## src/rtl/stopwatch_pkg.sv

```systemverilog
// Shared types and defaults for the stopwatch controller.
// The optional input synchronizer is enabled with the STOPWATCH_SYNC_EN macro.
package stopwatch_pkg;

   typedef enum logic [1:0] {
      IDLE  = 2'd0,
      RUN   = 2'd1,
      LAP   = 2'd2,
      PAUSE = 2'd3
   } sw_state_t;

   localparam int CNT_BITS_DEF = 16;

   // RUN and LAP are the two states in which time advances.
   function automatic logic is_counting(input sw_state_t s);
      return (s == RUN) || (s == LAP);
   endfunction

endpackage

```

## src/rtl/btn_edge.sv

```systemverilog
// Button rising-edge detector with an optional 2-flop synchronizer in front.
// The synchronizer is present when STOPWATCH_SYNC_EN is defined.
module btn_edge (
   input  logic clk,
   input  logic n_rst,
   input  logic i_level,
   output logic o_pulse
);

   logic w_level;
   logic r_prev;

`ifdef STOPWATCH_SYNC_EN
   logic r_sync1;
   logic r_sync2;

   // Two-stage synchronizer for an asynchronous button level.
   always_ff @(posedge clk or negedge n_rst) begin
      if (!n_rst) begin
         r_sync1 <= 1'b0;
         r_sync2 <= 1'b0;
      end else begin
         r_sync1 <= i_level;
         r_sync2 <= r_sync1;
      end
   end

   assign w_level = r_sync2;
`else
   assign w_level = i_level;
`endif

   // Previous level, used to turn a held button into a single pulse.
   always_ff @(posedge clk or negedge n_rst) begin
      if (!n_rst) begin
         r_prev <= 1'b0;
      end else begin
         r_prev <= w_level;
      end
   end

   assign o_pulse = w_level & ~r_prev;

endmodule

```

## src/rtl/stopwatch_ctrl.sv

```systemverilog
// Stopwatch control FSM: sequences divider/counter enables, lap freeze, clear
// and optional saturation. Uses btn_edge (STOPWATCH_SYNC_EN adds synchronizers).
module stopwatch_ctrl
   import stopwatch_pkg::*;
#(
   parameter int   CNT_BITS = CNT_BITS_DEF,
   parameter logic SATURATE = 1'b1
) (
   input  logic                clk,
   input  logic                n_rst,
   input  logic                start_stop,
   input  logic                lap,
   input  logic                clr,
   input  logic                tick,
   input  logic [CNT_BITS-1:0] count_in,
   output logic                div_enable,
   output logic                cnt_enable,
   output logic                cnt_clear,
   output logic [CNT_BITS-1:0] disp_value,
   output logic                running,
   output logic                lap_active
);

   logic w_ev_ss;
   logic w_ev_lap;
   logic w_ev_clr;

   sw_state_t r_state;
   sw_state_t w_next;

   logic [CNT_BITS-1:0] r_lap_reg;
   logic                w_lap_load;
   logic                w_clr_accept;
   logic                r_cnt_clear;
   logic                r_running;
   logic                r_lap_active;
   logic                w_counting;
   logic                w_sat;

   btn_edge u_edge_ss  (.clk(clk), .n_rst(n_rst), .i_level(start_stop), .o_pulse(w_ev_ss));
   btn_edge u_edge_lap (.clk(clk), .n_rst(n_rst), .i_level(lap),        .o_pulse(w_ev_lap));
   btn_edge u_edge_clr (.clk(clk), .n_rst(n_rst), .i_level(clr),        .o_pulse(w_ev_clr));

   assign w_counting = is_counting(r_state);
   assign w_sat      = (SATURATE == 1'b1) && tick && w_counting && (&count_in);

   // Next-state decode; the highest-priority event present is the only one considered.
   always_comb begin
      w_next       = r_state;
      w_lap_load   = 1'b0;
      w_clr_accept = 1'b0;
      if (w_sat) begin
         w_next = PAUSE;
      end else begin
         case (r_state)
            IDLE: begin
               if (w_ev_clr) begin
                  w_next       = IDLE;
                  w_clr_accept = 1'b1;
               end else if (w_ev_ss) begin
                  w_next = RUN;
               end else begin
                  w_next = IDLE;
               end
            end
            RUN: begin
               if (w_ev_clr) begin
                  w_next = RUN;
               end else if (w_ev_ss) begin
                  w_next = PAUSE;
               end else if (w_ev_lap) begin
                  w_next     = LAP;
                  w_lap_load = 1'b1;
               end else begin
                  w_next = RUN;
               end
            end
            LAP: begin
               if (w_ev_clr) begin
                  w_next = LAP;
               end else if (w_ev_ss) begin
                  w_next = PAUSE;
               end else if (w_ev_lap) begin
                  w_next = RUN;
               end else begin
                  w_next = LAP;
               end
            end
            PAUSE: begin
               if (w_ev_clr) begin
                  w_next       = IDLE;
                  w_clr_accept = 1'b1;
               end else if (w_ev_ss) begin
                  w_next = RUN;
               end else begin
                  w_next = PAUSE;
               end
            end
            default: begin
               w_next = IDLE;
            end
         endcase
      end
   end

   // State and state-derived outputs, registered from the next state so they track r_state.
   always_ff @(posedge clk or negedge n_rst) begin
      if (!n_rst) begin
         r_state      <= IDLE;
         r_running    <= 1'b0;
         r_lap_active <= 1'b0;
         r_cnt_clear  <= 1'b0;
      end else begin
         r_state      <= w_next;
         r_running    <= is_counting(w_next);
         r_lap_active <= (w_next == LAP);
         r_cnt_clear  <= w_clr_accept;
      end
   end

   // Lap snapshot taken on the RUN->LAP edge.
   always_ff @(posedge clk or negedge n_rst) begin
      if (!n_rst) begin
         r_lap_reg <= '0;
      end else if (w_lap_load) begin
         r_lap_reg <= count_in;
      end else begin
         r_lap_reg <= r_lap_reg;
      end
   end

   // Enable follows tick combinationally so it lines up with the divider pulse.
   assign cnt_enable = tick & w_counting & ~w_sat;
   assign div_enable = r_running;
   assign running    = r_running;
   assign lap_active = r_lap_active;
   assign cnt_clear  = r_cnt_clear;
   assign disp_value = r_lap_active ? r_lap_reg : count_in;

endmodule

```

## config.mk

```make
export PLATFORM = sky130hd
export DESIGN_NAME = stopwatch_ctrl
export DESIGN_NICKNAME = d
export VERILOG_FILES = /design/src/rtl/stopwatch_pkg.sv /design/src/rtl/btn_edge.sv /design/src/rtl/stopwatch_ctrl.sv
export SDC_FILE = /design/constraint.sdc
export NUM_CORES = 1
export LEC_CHECK = 0
export CAP_MARGIN = 20
export CORE_MARGIN = 10
export CORE_UTILIZATION = 38
export CTS_BUF_LIST = sky130_fd_sc_hd__clkbuf_8
export DETAILED_ROUTE_END_ITERATION = 8
export GPL_TIMING_DRIVEN = 0
export MAX_ROUTING_LAYER = met4
export PLACE_DENSITY = 0.67
export SLEW_MARGIN = 25
export SYNTH_ARGS = -nofsm -noshare
export SYNTH_HDL_FRONTEND = slang
export SYNTH_SLANG_ARGS = --single-unit
```

## constraint.sdc

```tcl
create_clock -name clk -period 4.8 [get_ports clk]
set_input_delay 1.44 -clock clk [delete_from_list [all_inputs] [get_ports clk]]
set_output_delay 1.44 -clock clk [all_outputs]
set_load 0.05 [all_outputs]
```

==> run metrics <==
n_diodes 0; largest net degree at the start of global routing 25; Tcrit/Tclk final 91.0%; Max Slew Vio Count 0; crit path kind input pin to output port; Pwr per Cell Area 410 nW/µm²; antenna violations before repair 0; root buffer cell clkbuf_8; global-route wire length before repair 4930 µm; routability cong. 0.697; Worst EP arrival 2.93 ns; Peak VDD IR 0.000230 V; CP max FO 3; most frequent cells in the layout 40 x clkdlybuf4s50_1, 24 x dfrtp_1, 22 x mux2_2; Reg2Reg Setup Slack 2.98 ns; core area 3340 µm²; Placed Area 1780 µm²; clock sink count 24; DR iter-0 viols 36; Area growth syn-to-layout 40.7%; I/O pin count 43; CTS Buf Count 3; WL/cell 15.7 µm; Synth area leader dfrtp_1; vias in the first global route 988; Syn Area/Cell 13.3 µm²; ANT nets after route 0; 1st-pass router iterations 4; via total after detailed routing 911; syn_nets 125; Startpoint Class input pin; switching portion of total power 33.0%; unrepaired setup endpoints after global routing false; layout cell share with drive strength beyond 1 28.5%; #FFs+latches synth 24; commonest non-fill, non-tap cell in the layout clkdlybuf4s50_1; Hold WC Path Type flip-flop to flip-flop; Clock Power Share 18.0%; CTS tree yes; Post-Synthesis Cells 98; Die Area 6170 µm²; outcome finished clean; internal power 503 µW; Hold Fails Final Rpt 0; post-synth top area share 46.1%; design area 1830 µm²; Die Y 78.5 µm; most area-consuming cells after synthesis dfrtp_1 46%, mux2_2 19%, mux2_4 12%; Yosys cell types 24; setup TNS 0 ns; hpwl dp 2330 µm; Fin Clk Skew 0.00524 ns; clock period minus worst slack 4.37 ns; Pleak 0.804 nW; clock transition at the registers of the reported paths 0.08 ns; grt ovf 0; Worst Setup End Kind output port; Buffers on Ports 42; sequential share of the synthesized area 46.1%; max reg flops 16; Vias/cell 4.79; die width 78.5 µm; fin nets 172; combinational power share 40.4%; Worst Path Required 3.36 ns; NetSw 247 µW; Rel. slew slack 62.1%; Routed WL 2990 µm; initial core utilization 39.0%; DRC Markers 0; Clock Path Buffers 2; total track usage 10.2%; Synth Warn # 0; # hold bufs at CTS 0; Site Rows 21; postcts setup bufs 0; synthesized area 1300 µm²; H-Tree Depth 1; Worst Tran Pin Value 0.568 ns; power share of the sequential group 41.6%; Peak Freq 0.229 GHz; Setup-failing EPs final 0; worst-skew pair later-pin latency 0.27 ns; MaxCap Viol Count 0
power by group through the flow:
stage,combinational [mW],clock (mW),sequential [mW]
floorplan,0.208,0,0.317
global placement,0.303,0,0.311
detailed placement,0.305,0,0.315
CTS,0.307,0.145,0.311
global route,0.324,0.152,0.321
finish,0.303,0.135,0.312
cells in the mapped netlist, drive strengths merged:
cell	count
mux2	32
dfrtp	24
ha	5
nand4	5
nor2	5
inv	4
nor2b	3
a21o	2
buf	2
clkbuf	2
nand2b	2
o31ai	2
a211oi	1
a21oi	1
a31oi	1
and3	1
nand2	1
nand3	1
nor3	1
nor4	1
o21bai	1
or3	1
per-layer routing:
layer	wire length, µm	GRT usage, %	vias up
met1	1360	11.9	436
met3	174	3.42	2
li1	-	-	445
met4	36	4.30	0
met2	1420	15.7	28
met5	0	-	-
through the flow:
stage	util (%)	worst slack (ns)	hold WS, ns	power [mW]	std cells
after floorplan	-	1.07	0.475	0.525	98
after global placement	53.4	0.0183	0.484	0.614	186
after detailed placement	53.2	0.0274	0.490	0.620	186
after CTS	54.9	0.0114	0.513	0.764	190
after global routing	54.9	0.309	0.535	0.797	190
final	54.9	0.432	0.508	0.751	190
path summary, 6_finish.rpt:
check / from / end / depth (start not counted)
max: count_in[11] / disp_value[11] / 3
min: r_lap_reg[5] / r_lap_reg[5] / 1
max reg2reg: r_state[1] / r_lap_reg[7] / 6
min reg2reg: r_lap_reg[5] / r_lap_reg[5] / 1
max in group asynchronous: n_rst / r_lap_reg[5] / 1
min in group asynchronous: n_rst / r_lap_reg[13] / 1
final cells by class:
| type | count | area (µm²) |
|---|---|---|
| plain buffers | 4 | 26.3 |
| repair buffers | 42 | 418 |
| fillers | 305 | 1500 |
| well taps | 46 | 57.6 |
| flip-flops and latches | 24 | 601 |
| inverters | 4 | 15.0 |
| multi-input cells | 66 | 661 |
| clock buffers | 4 | 55.1 |
cell families (layout without fill, tap and decap cells):
group | after synthesis | count (layout) | share of synthesized area (%)
multiplexers | 32 | 32 | 30.5
flip-flops | 24 | 24 | 46.1
AND/OR/NAND/NOR | 21 | 21 | 9.89
AO/OA/AOI/OAI | 8 | 8 | 5.47
buffers and inverters | 8 | 54 | 3.17
adder cells (fa/ha/maj) | 5 | 5 | 4.80
worst max-delay path, stage by stage:
cell and delay, ns:
clkdlybuf4s50_1 0.52, mux2_2 0.17, clkdlybuf4s50_1 0.80
repair_timing:
| item | in CTS | in global routing |
|---|---|---|
| endpoints found under the setup margin | 0 | 1 |
| hold endpoints to repair | 0 | 0 |
| gates resized for setup | 0 | 1 |
(Power assumes the default switching activity.)
